File: src/rtl/wb_stage_pipe_if.sv
// MEM->WB stage bus: upstream instruction fields in, register-file write port out.
interface wb_stage_pipe_if #(
    parameter int DATA_W = 32,
    parameter int REG_AW = 5
);
    localparam int OFS_W = $clog2(DATA_W/8);

    logic              in_valid;
    logic              stall;
    logic              flush;
    logic [2:0]        wb_sel;
    logic              reg_we_in;
    logic [REG_AW-1:0] rd_in;
    logic [2:0]        ld_funct3;
    logic [OFS_W-1:0]  ld_ofs;
    logic [DATA_W-1:0] mem_dout;
    logic [DATA_W-1:0] alu_res;
    logic [DATA_W-1:0] imme;
    logic [DATA_W-1:0] pc_add_4;
    logic [DATA_W-1:0] pc_add_imme;

    logic              wb_valid;
    logic              wb_we;
    logic [REG_AW-1:0] wb_rd;
    logic [DATA_W-1:0] wb_data;
    logic              wb_misalign;

    modport master (
        output in_valid, stall, flush, wb_sel, reg_we_in, rd_in, ld_funct3, ld_ofs,
               mem_dout, alu_res, imme, pc_add_4, pc_add_imme,
        input  wb_valid, wb_we, wb_rd, wb_data, wb_misalign
    );

    modport slave (
        input  in_valid, stall, flush, wb_sel, reg_we_in, rd_in, ld_funct3, ld_ofs,
               mem_dout, alu_res, imme, pc_add_4, pc_add_imme,
        output wb_valid, wb_we, wb_rd, wb_data, wb_misalign
    );
endinterface

File: src/rtl/wb_stage_pipe.sv
// MEM/WB register plus writeback select, load extraction, x0 suppression and misalign flag.
// Define WB_INSTRET_EN to add the 64-bit retired-instruction counter output instret.
module wb_stage_pipe #(
    parameter int DATA_W = 32,
    parameter int REG_AW = 5
) (
    input  logic        clk,
    input  logic        rst_n,
`ifdef WB_INSTRET_EN
    output logic [63:0] instret,
`endif
    wb_stage_pipe_if.slave bus
);
    localparam int OFS_W = $clog2(DATA_W/8);

    localparam logic [2:0] SEL_MEM   = 3'd1;
    localparam logic [2:0] SEL_ALU   = 3'd2;
    localparam logic [2:0] SEL_IMM   = 3'd3;
    localparam logic [2:0] SEL_PC4   = 3'd4;
    localparam logic [2:0] SEL_PCIMM = 3'd5;

    typedef struct packed {
        logic              vld;
        logic [2:0]        sel;
        logic              we;
        logic [REG_AW-1:0] rd;
        logic [2:0]        f3;
        logic [OFS_W-1:0]  ofs;
        logic [DATA_W-1:0] mem;
        logic [DATA_W-1:0] alu;
        logic [DATA_W-1:0] imm;
        logic [DATA_W-1:0] pc4;
        logic [DATA_W-1:0] pcimm;
    } pipe_t;

    pipe_t pipe_d, pipe_q;

    always_comb begin
        pipe_d = pipe_q;
        if (!bus.stall) begin
            pipe_d.vld   = bus.in_valid & ~bus.flush;
            pipe_d.sel   = bus.wb_sel;
            pipe_d.we    = bus.reg_we_in;
            pipe_d.rd    = bus.rd_in;
            pipe_d.f3    = bus.ld_funct3;
            pipe_d.ofs   = bus.ld_ofs;
            pipe_d.mem   = bus.mem_dout;
            pipe_d.alu   = bus.alu_res;
            pipe_d.imm   = bus.imme;
            pipe_d.pc4   = bus.pc_add_4;
            pipe_d.pcimm = bus.pc_add_imme;
        end
    end

    always_ff @(posedge clk or negedge rst_n) begin
        if (!rst_n) pipe_q <= '0;
        else        pipe_q <= pipe_d;
    end

    // Encodings with no native size at this DATA_W fall back to LW.
    logic [DATA_W-1:0] ld_sh, ld_val;
    assign ld_sh = pipe_q.mem >> {pipe_q.ofs, 3'b000};

    always_comb begin
        ld_val = DATA_W'($signed(ld_sh[31:0]));
        case (pipe_q.f3)
            3'b000:  ld_val = DATA_W'($signed(ld_sh[7:0]));
            3'b001:  ld_val = DATA_W'($signed(ld_sh[15:0]));
            3'b011:  if (DATA_W == 64) ld_val = ld_sh;
            3'b100:  ld_val = DATA_W'(ld_sh[7:0]);
            3'b101:  ld_val = DATA_W'(ld_sh[15:0]);
            3'b110:  if (DATA_W == 64) ld_val = DATA_W'(ld_sh[31:0]);
            default: ;
        endcase
    end

    logic is_half, is_dw, is_word, misaligned, misalign;
    assign is_half    = pipe_q.f3[1:0] == 2'b01;
    assign is_dw      = (DATA_W == 64) && (pipe_q.f3 == 3'b011);
    assign is_word    = pipe_q.f3[1] && !is_dw;
    assign misaligned = (is_half && pipe_q.ofs[0]) || (is_word && |pipe_q.ofs[1:0]) ||
                        (is_dw && |pipe_q.ofs);
    assign misalign   = pipe_q.vld && (pipe_q.sel == SEL_MEM) && pipe_q.we && misaligned;

    logic [DATA_W-1:0] sel_data;
    logic              sel_wr;

    always_comb begin
        sel_data = '0;
        sel_wr   = 1'b1;
        case (pipe_q.sel)
            SEL_MEM:   sel_data = ld_val;
            SEL_ALU:   sel_data = pipe_q.alu;
            SEL_IMM:   sel_data = pipe_q.imm;
            SEL_PC4:   sel_data = pipe_q.pc4;
            SEL_PCIMM: sel_data = pipe_q.pcimm;
            default:   sel_wr   = 1'b0;
        endcase
    end

    assign bus.wb_valid    = pipe_q.vld;
    assign bus.wb_data     = pipe_q.vld ? sel_data : '0;
    assign bus.wb_rd       = pipe_q.vld ? pipe_q.rd : '0;
    assign bus.wb_misalign = misalign;
    assign bus.wb_we       = pipe_q.vld & pipe_q.we & (|pipe_q.rd) & sel_wr & ~misalign;

`ifdef WB_INSTRET_EN
    logic [63:0] instret_d, instret_q;
    assign instret_d = (!bus.stall && pipe_q.vld) ? instret_q + 64'd1 : instret_q;

    always_ff @(posedge clk or negedge rst_n) begin
        if (!rst_n) instret_q <= '0;
        else        instret_q <= instret_d;
    end

    assign instret = instret_q;
`endif
endmodule

File: src/flat_wrapper.sv
// flat-port wrapper written by rule: the top's interface ports become plain ports
module wb_stage_pipe_flat 
#(
    parameter int DATA_W = 32,
    parameter int REG_AW = 5
)
  (clk, rst_n, bus_in_valid, bus_stall, bus_flush, bus_wb_sel, bus_reg_we_in, bus_rd_in, bus_ld_funct3, bus_ld_ofs, bus_mem_dout, bus_alu_res, bus_imme, bus_pc_add_4, bus_pc_add_imme, bus_wb_valid, bus_wb_we, bus_wb_rd, bus_wb_data, bus_wb_misalign);
  wb_stage_pipe_if #(.DATA_W(DATA_W), .REG_AW(REG_AW)) bus_i ();
  input  logic clk;
  input  logic rst_n;
  input wire logic [$bits(bus_i.in_valid)-1:0] bus_in_valid;
  input wire logic [$bits(bus_i.stall)-1:0] bus_stall;
  input wire logic [$bits(bus_i.flush)-1:0] bus_flush;
  input wire logic [$bits(bus_i.wb_sel)-1:0] bus_wb_sel;
  input wire logic [$bits(bus_i.reg_we_in)-1:0] bus_reg_we_in;
  input wire logic [$bits(bus_i.rd_in)-1:0] bus_rd_in;
  input wire logic [$bits(bus_i.ld_funct3)-1:0] bus_ld_funct3;
  input wire logic [$bits(bus_i.ld_ofs)-1:0] bus_ld_ofs;
  input wire logic [$bits(bus_i.mem_dout)-1:0] bus_mem_dout;
  input wire logic [$bits(bus_i.alu_res)-1:0] bus_alu_res;
  input wire logic [$bits(bus_i.imme)-1:0] bus_imme;
  input wire logic [$bits(bus_i.pc_add_4)-1:0] bus_pc_add_4;
  input wire logic [$bits(bus_i.pc_add_imme)-1:0] bus_pc_add_imme;
  output wire logic [$bits(bus_i.wb_valid)-1:0] bus_wb_valid;
  output wire logic [$bits(bus_i.wb_we)-1:0] bus_wb_we;
  output wire logic [$bits(bus_i.wb_rd)-1:0] bus_wb_rd;
  output wire logic [$bits(bus_i.wb_data)-1:0] bus_wb_data;
  output wire logic [$bits(bus_i.wb_misalign)-1:0] bus_wb_misalign;
  assign bus_i.in_valid = bus_in_valid;
  assign bus_i.stall = bus_stall;
  assign bus_i.flush = bus_flush;
  assign bus_i.wb_sel = bus_wb_sel;
  assign bus_i.reg_we_in = bus_reg_we_in;
  assign bus_i.rd_in = bus_rd_in;
  assign bus_i.ld_funct3 = bus_ld_funct3;
  assign bus_i.ld_ofs = bus_ld_ofs;
  assign bus_i.mem_dout = bus_mem_dout;
  assign bus_i.alu_res = bus_alu_res;
  assign bus_i.imme = bus_imme;
  assign bus_i.pc_add_4 = bus_pc_add_4;
  assign bus_i.pc_add_imme = bus_pc_add_imme;
  assign bus_wb_valid = bus_i.wb_valid;
  assign bus_wb_we = bus_i.wb_we;
  assign bus_wb_rd = bus_i.wb_rd;
  assign bus_wb_data = bus_i.wb_data;
  assign bus_wb_misalign = bus_i.wb_misalign;
  wb_stage_pipe #(.DATA_W(DATA_W), .REG_AW(REG_AW)) u_core (.clk(clk), .rst_n(rst_n), .bus(bus_i));
endmodule
File: config.mk
export PLATFORM = sky130hd
export DESIGN_NAME = wb_stage_pipe_flat
export DESIGN_NICKNAME = d
export VERILOG_FILES = /design/src/rtl/wb_stage_pipe_if.sv /design/src/rtl/wb_stage_pipe.sv /design/src/flat_wrapper.sv
export SDC_FILE = /design/constraint.sdc
export NUM_CORES = 1
export LEC_CHECK = 0
export ABC_AREA = 1
export CAP_MARGIN = 20
export CORE_ASPECT_RATIO = 1.2
export CORE_MARGIN = 2
export CORE_UTILIZATION = 53
export CTS_CLUSTER_SIZE = 20
export DETAILED_ROUTE_END_ITERATION = 8
export GPL_TIMING_DRIVEN = 0
export PLACE_DENSITY = 0.86
export SYNTH_ARGS = -nofsm -noshare
export SYNTH_HDL_FRONTEND = slang
export SYNTH_SLANG_ARGS = --single-unit
File: constraint.sdc
create_clock -name clk -period 3.75 [get_ports clk]
set_input_delay 0.75 -clock clk [delete_from_list [all_inputs] [get_ports clk]]
set_output_delay 0.75 -clock clk [all_outputs]
set_load 0.1 [all_outputs]
==> results of run 1 <==
[cell usage after synthesis]
cell,count,share of area (%)
nand2_1,663,29
dfrtp_1,175,52
o21ai_0,72,4.2
nor2_1,55,2.4
inv_1,42,1.9
a21oi_1,39,2.3
nand3_1,34,2.0
buf_2,31,1.8
clkbuf_1,30,1.3
o21ai_1,9,0.53
inv_2,7,0.31
or2_2,7,0.52
nand3_2,4,0.47
nor2_2,4,0.29
buf_1,2,0.088
buf_4,2,0.18
buf_6,2,0.27
a211oi_1,1,0.088
clkinv_2,1,0.059
nand2_4,1,0.13
nand3b_1,1,0.088
nand4_1,1,0.074
nor3_1,1,0.059
[through the flow]
step                      area [sq um]  setup WS [ps]  cells  utilization [%]
after CTS                        11500          0.922   1641             73.6
after floorplan                   8510          -8.54   1184                -
after detailed placement         11000            186   1610             70.1
after global routing             11400           2.84   1641             73.2
final                            11400           57.5   1641             73.2
after global placement           10900          -4990   1609             69.9
[power breakdown]
group,switching (mW),internal [mW],leakage [nW]
clock,0.735,1.03,0.283
sequential,0.102,2.06,2.13
combinational,0.673,0.368,3.43
[state kept, by name, indices dropped and copies added (netlist names)]
register and count:
u_core.is_word 1, u_core.pipe_q 173, u_core.bus.wb_valid 1
[layout by cell type, fill, tap and decap left out]
cell             synthesis  routed
clkbuf_16                0      17
buf_16                   0       1
nand2_1                663     663
o21ai_1                  9       9
buf_1                    2       2
nand4_1                  1       1
clkbuf_8                 0       3
inv_2                    7       7
nor3_1                   1       1
o21ai_0                 72      72
nor2_1                  55      55
or2_2                    7       7
clkbuf_1                30      32
inv_6                    0       2
clkdlybuf4s15_1          0       3
clkinv_2                 1       4
clkbuf_2                 0      20
buf_2                   31      31
clkdlybuf4s50_1          0     184
bufinv_16                0       2
buf_8                    0       1
buf_6                    2       2
dlygate4sd2_1            0       9
nand3_2                  4       4
inv_1                   42      42
buf_4                    2       2
clkinvlp_4               0       2
dfrtp_1                175     175
a211oi_4                 0       1
nand2_4                  1       1
a21oi_1                 39      39
nand3_1                 34      34
nor2_2                   4       4
nand3b_1                 1       1
[area by class of cell]
type	instances	area (sq um)
plain buffers	67	313
clock buffers	22	474
clock inverters	9	108
fillers	1214	4200
inverters	50	189
multi-input cells	892	3620
flip-flops and latches	175	4380
well taps	208	260
repair buffers	218	2090
[repair_timing]
| action | CTS | global route |
|---|---|---|
| gates resized for setup | 32 | 43 |
| endpoints found under the hold margin | 0 | 0 |
| endpoints found under the setup margin | 32 | 23 |
[cell families (layout without fill, tap and decap cells)]
family | count (synthesis) | after routing
DFF | 175 | 175
AOI/OAI and AO/OA | 121 | 121
buffers and inverters | 117 | 366
and+or+nand+nor | 771 | 771
[worst paths after layout]
check | end | slack [ps] | cells after the start
setup / recovery | bus_wb_data[9] | 60 | 11
hold / removal | u_core.pipe_q[72] | 310 | 1
setup reg to reg | u_core.pipe_q[161] | 2570 | 4
hold reg to reg | u_core.pipe_q[76] | 470 | 2
max in group asynchronous | u_core.pipe_q[23] | 2560 | 2
min in group clk | u_core.pipe_q[76] | 470 | 2
[layer usage]
layer / global-route usage [%] / vias to the layer above / share of wire (%)
met4: 14.8 / 0 / 3.9
met5: 0 / - / 0
li1: - / 4115 / -
met2: 54.3 / 435 / 49
met1: 41.0 / 4016 / 39
met3: 6.71 / 75 / 8.8
==> metrics.txt, run 1 <==
Synth cell types=23; outcome=finished clean; Vias/cell=5.27; hold bufs inserted after CTS=0; critical path cell sequence=inv_2 > nand2_1 > nor2_2 > buf_2 > nand2_1 > nand2_1 > nor2_1 > nand2_1 > nor2_1 > nor2_1 > dlygate4sd2_1; Top cell by count, worst path=nand2_1; grt total ovfl=0; Die Area=17,100 sq um; die height=143 microns; post-synthesis adder-cell area fraction=0%; Max clock buf depth=2; Mapped Cells=1,184; Crit. Startpoint=u_core.pipe_q[173]; post-DP HPWL=20,600 microns; Initial Util=54.3%; mux cell area share after synthesis=0%; Compound-Gate Fraction of Synth Area=7.16%; layout cells sized above 1=7.75%; Max FO, Critical Path=10; number of global-route vias before repair=8,318; CP delay by family, top=buffers and inverters; Die W=120 microns; Via Count=8,641; sequential-to-total area share from yosys stat=51.6%; Tmin final=3690 ps; synthesized area per cell=7.17 sq um; Slew headroom=34.4%; Tcrit/Tclk final=98.5%; RSZ-0062 raised after global routing=no; CTS buffer count=17; Post-route DRC=0; Top Ports=219; Crit path buffers/inverters=3; largest net degree at the start of global routing=92; total power=4.96 mW; Post-CTS Setup Bufs=0; cell row count=50; Seq cells post-synth=175; Post-Synth Simple-Gate Area=35.4%; Clk pin slew, worst setup/hold paths=60 ps; Mapped Area=8490 sq um; worst slew pin tran=988 ps; I/O Buffers=217; Antenna Nets Post-Route=0; area delta synth->final=34.7%; Layout Skew=0 ps; worst hold margin=306 ps; worst r2r src=u_core.pipe_q[161]; Req. time, crit path=3000 ps; Slowest cell on crit path=dlygate4sd2_1; antenna violations before repair=0; CP endpoint kind=primary output; final hold violations=0; # Max-Cap Violations=0; Root Driver=clkbuf_16; Post-Synth XOR/XNOR Area=0%; startpoint types=register; routed len/inst=16.6 microns; clk sink count=175; Peak VDD IR=0.335 mV; leakage=5.84 nW; CTS tree=yes; syn_nets=1,363; antenna cells=0; H-tree Lvls=4; initial DRC count=839; Routed WL=27,200 microns; NumNets Final=1,600; core area=15,600 sq um; Yosys Warn Count=0; routability congestion estimate=0.942; Slew Viols, Final=0; largest family of logic cells by synthesized area=simple AND/OR/NAND/NOR gates; Tightest Hold Check Type=input pin to asynchronous set/reset pin; PwrDens=434 nW/um^2; clk_lat worst skew=430 ps; crit-path max cell delay=890 ps; Detailed Routing Iterations Pass 1=5; Total GRT Usage=32.6%; Critical Path AT=2940 ps; endpoints failing setup=0; TNS Setup=0 ps; first-pass GRT wire length=42,400 microns; Setup CP Type=register to primary output; achievable frequency=271 MHz
Power figures use the tool's default switching activity.
==> run 2, diff against run 1 <==
--- a/config.mk
+++ b/config.mk
@@ -17,3 +17,4 @@
 export SYNTH_ARGS = -nofsm -noshare
 export SYNTH_HDL_FRONTEND = slang
 export SYNTH_SLANG_ARGS = --single-unit
+export TNS_END_PERCENT = 30
==> results of run 2 <==
Same layout as run 1: the final DEF is identical, and so are final timing and power.
==> RTL edit (flow settings as in run 1) <==
`REG_AW` is set to 5 in 3 places; all go to 4.
--- a/src/rtl/wb_stage_pipe_if.sv
+++ b/src/rtl/wb_stage_pipe_if.sv
@@ -2,5 +2,5 @@
 interface wb_stage_pipe_if #(
     parameter int DATA_W = 32,
-    parameter int REG_AW = 5
+    parameter int REG_AW = 4
 );
     localparam int OFS_W = $clog2(DATA_W/8);
--- a/src/rtl/wb_stage_pipe.sv
+++ b/src/rtl/wb_stage_pipe.sv
@@ -3,5 +3,5 @@
 module wb_stage_pipe #(
     parameter int DATA_W = 32,
-    parameter int REG_AW = 5
+    parameter int REG_AW = 4
 ) (
     input  logic        clk,
--- a/src/flat_wrapper.sv
+++ b/src/flat_wrapper.sv
@@ -3,5 +3,5 @@
 #(
     parameter int DATA_W = 32,
-    parameter int REG_AW = 5
+    parameter int REG_AW = 4
 )
   (clk, rst_n, bus_in_valid, bus_stall, bus_flush, bus_wb_sel, bus_reg_we_in, bus_rd_in, bus_ld_funct3, bus_ld_ofs, bus_mem_dout, bus_alu_res, bus_imme, bus_pc_add_4, bus_pc_add_imme, bus_wb_valid, bus_wb_we, bus_wb_rd, bus_wb_data, bus_wb_misalign);
Ports: changed (resized bus_rd_in and bus_wb_rd); port bits go from 219 to 217. The function was not compared with the original's and may differ.
==> RTL edit against run 1 <==
- sequential share of layout area about the same
- worst hold slack got worse by 0.0019 ns
- final area decreased by 0.61%
- cell count increased by 0.37%
- total power decreased by 0.51%
- synthesized area decreased by 0.72%
- setup slack improved by 0.039 ns
- routed wire length increased by 2.1%
- sequential cell count decreased by 1
- largest power group unchanged
- highest routed layer unchanged
==> RTL edit: results (changes against run 1) <==
[drt]
vias_per_cell=5.25  ; was 5.27
wirelength_mm=27.8  ; was 27.2 mm
first_pass_iters=5  ; unchanged
drtIter0Drc=844  ; was 839

[clock_tree]
clk_pin_slew_ns=0.07
numCtsBuffers=17  ; unchanged
clock_path_buffers=2  ; unchanged
htreeDepth=4  ; unchanged
clk_latency_ns=0.42
root_buffer=clkbuf_16  ; unchanged

[place]
place_hpwl_mm=20.9  ; was 20.6 mm
gp_congestion=0.955  ; was 0.942
pre_cts_ws_ns=0.0552  ; was 0.186 ns
portBuffers=215  ; was 217

[sta]
worst_slew_pin_slew_ns=0.975  ; was 0.988 ns
skew_ns=0  ; unchanged

[power_and_ir_drop]
ir_drop_uv=328  ; was 335 uV
p_leak_nw=5.84  ; about the same

[synth]
syn_nets=1369  ; was 1363
ys_types=20  ; was 23
synth.area.top_cells=dfrtp_1 52%, nand2_1 34%, a21oi_1 2.8%  ; was dfrtp_1 52%, nand2_1 29%, o21ai_0 4.2%
yosysWarningCount=0  ; unchanged
yosysSeqAreaShare=0.516  ; about the same
synth_edf_count=0  ; unchanged
netlist_top_cells_count=766 x nand2_1, 174 x dfrtp_1, 50 x nor2_1  ; was 663 x nand2_1, 175 x dfrtp_1, 72 x o21ai_0
async_flop_share=1.00  ; unchanged
synth_area_per_cell_um2=7.08  ; was 7.17 um^2

[global_routing]
grt_pass1_vias=8448  ; was 8318
antenna_found_initial=0  ; unchanged
grt_pass1_wl_mm=43.2  ; was 42.4 mm
grt_max_degree=91  ; was 92
track_usage=0.335  ; was 0.326

[cells_and_area]
drive_gt1_frac=0.0709  ; was 0.0775
largest_reg_flops=172  ; was 173
fin_cells=1647  ; was 1641
top_register=u_core.pipe_q  ; unchanged
num_antenna_cells=0  ; unchanged
fillers=1213  ; was 1214

[outcome]
status=completed  ; unchanged

[worst_setup_path]
critPathMaxStageDelay_ns=1.18  ; was 0.89 ns
cp_slowest_cell=clkdlybuf4s50_1  ; was dlygate4sd2_1
worstPathArrival_ns=2.90  ; was 2.94 ns
critPathMaxFanout=10  ; unchanged

[hold_path]
hold_class=input pin to asynchronous set/reset pin  ; unchanged

[RTL edit: cells by family after synthesis]
group | count (synthesis) | share of synthesized area
AND/OR/NAND/NOR | 871 | 0.404
flip-flops | 174 | 0.516
buffers and inverters | 81 | 0.0405
AO/OA/AOI/OAI | 65 | 0.0389
[RTL edit: final timing paths]
check                                               startpoint                        endpoint  slack [ns]  cells after the start
worst max-delay path            u_core.pipe_q[171]$_DFFE_PN0N_                 bus_wb_misalign         0.1                      5
worst max register to register  u_core.pipe_q[161]$_DFFE_PN0N_  u_core.pipe_q[161]$_DFFE_PN0N_        2.38                      4
min in group clk                 u_core.pipe_q[25]$_DFFE_PN0N_   u_core.pipe_q[25]$_DFFE_PN0N_        0.48                      2
max in group asynchronous                                rst_n  u_core.pipe_q[154]$_DFFE_PN0N_        2.58                      2
worst min-delay path                                     rst_n    u_core.pipe_q[8]$_DFFE_PN0N_        0.30                      1
worst min register to register   u_core.pipe_q[25]$_DFFE_PN0N_   u_core.pipe_q[25]$_DFFE_PN0N_        0.48                      2
[RTL edit: timing repair]
item                                   CTS  global route
gates cloned                             0             0
endpoints found under the hold margin    0             0
gates resized for setup                 63            40
setup buffers                            0             0
setup endpoints to repair               32            23
[RTL edit: through the flow]
stage / total power [mW] / util / instance area, um^2
2_1_floorplan: 2.75 / - / 8440
3_3_place_gp: 3.19 / 0.697 / 10900
3_5_place_dp: 3.21 / 0.699 / 10900
4_1_cts: 4.93 / 0.736 / 11500
5_1_grt: 5.12 / 0.730 / 11400
6_report: 4.94 / 0.730 / 11400
[RTL edit: cell type report]
type	instances	share of cell area
Sequential cell	174	0.383
Multi-Input combinational cell	936	0.330
Timing Repair Buffer	216	0.183
Clock buffer	19	0.0398
Buffer	67	0.0254
Tap cell	208	0.0229
Clock inverter	13	0.0112
Inverter	14	0.00462
[RTL edit: per-layer routing]
| layer | global-route usage | vias up | routed length (um) |
|---|---|---|---|
| li1 | - | 4114 | - |
| met1 | 0.418 | 4014 | 10800 |
| met2 | 0.563 | 432 | 13700 |
| met3 | 0.0589 | 87 | 1940 |
| met4 | 0.170 | 0 | 1330 |
| met5 | 0 | - | 0 |
[RTL edit: worst max-delay path, delay by kind of cell, from the launching register on]
kind	cells	cell delay (ns)
DFF	1	0.41
buffers and inverters	2	1.47
AOI/OAI and AO/OA	1	0.22
and+or+nand+nor	2	0.37
[RTL edit: where the power goes]
part | switching (mW) | internal (mW) | leakage (nW)
logic | 0.665 | 0.368 | 3.43
registers | 0.114 | 2.04 | 2.12
clock network | 0.783 | 0.967 | 0.289
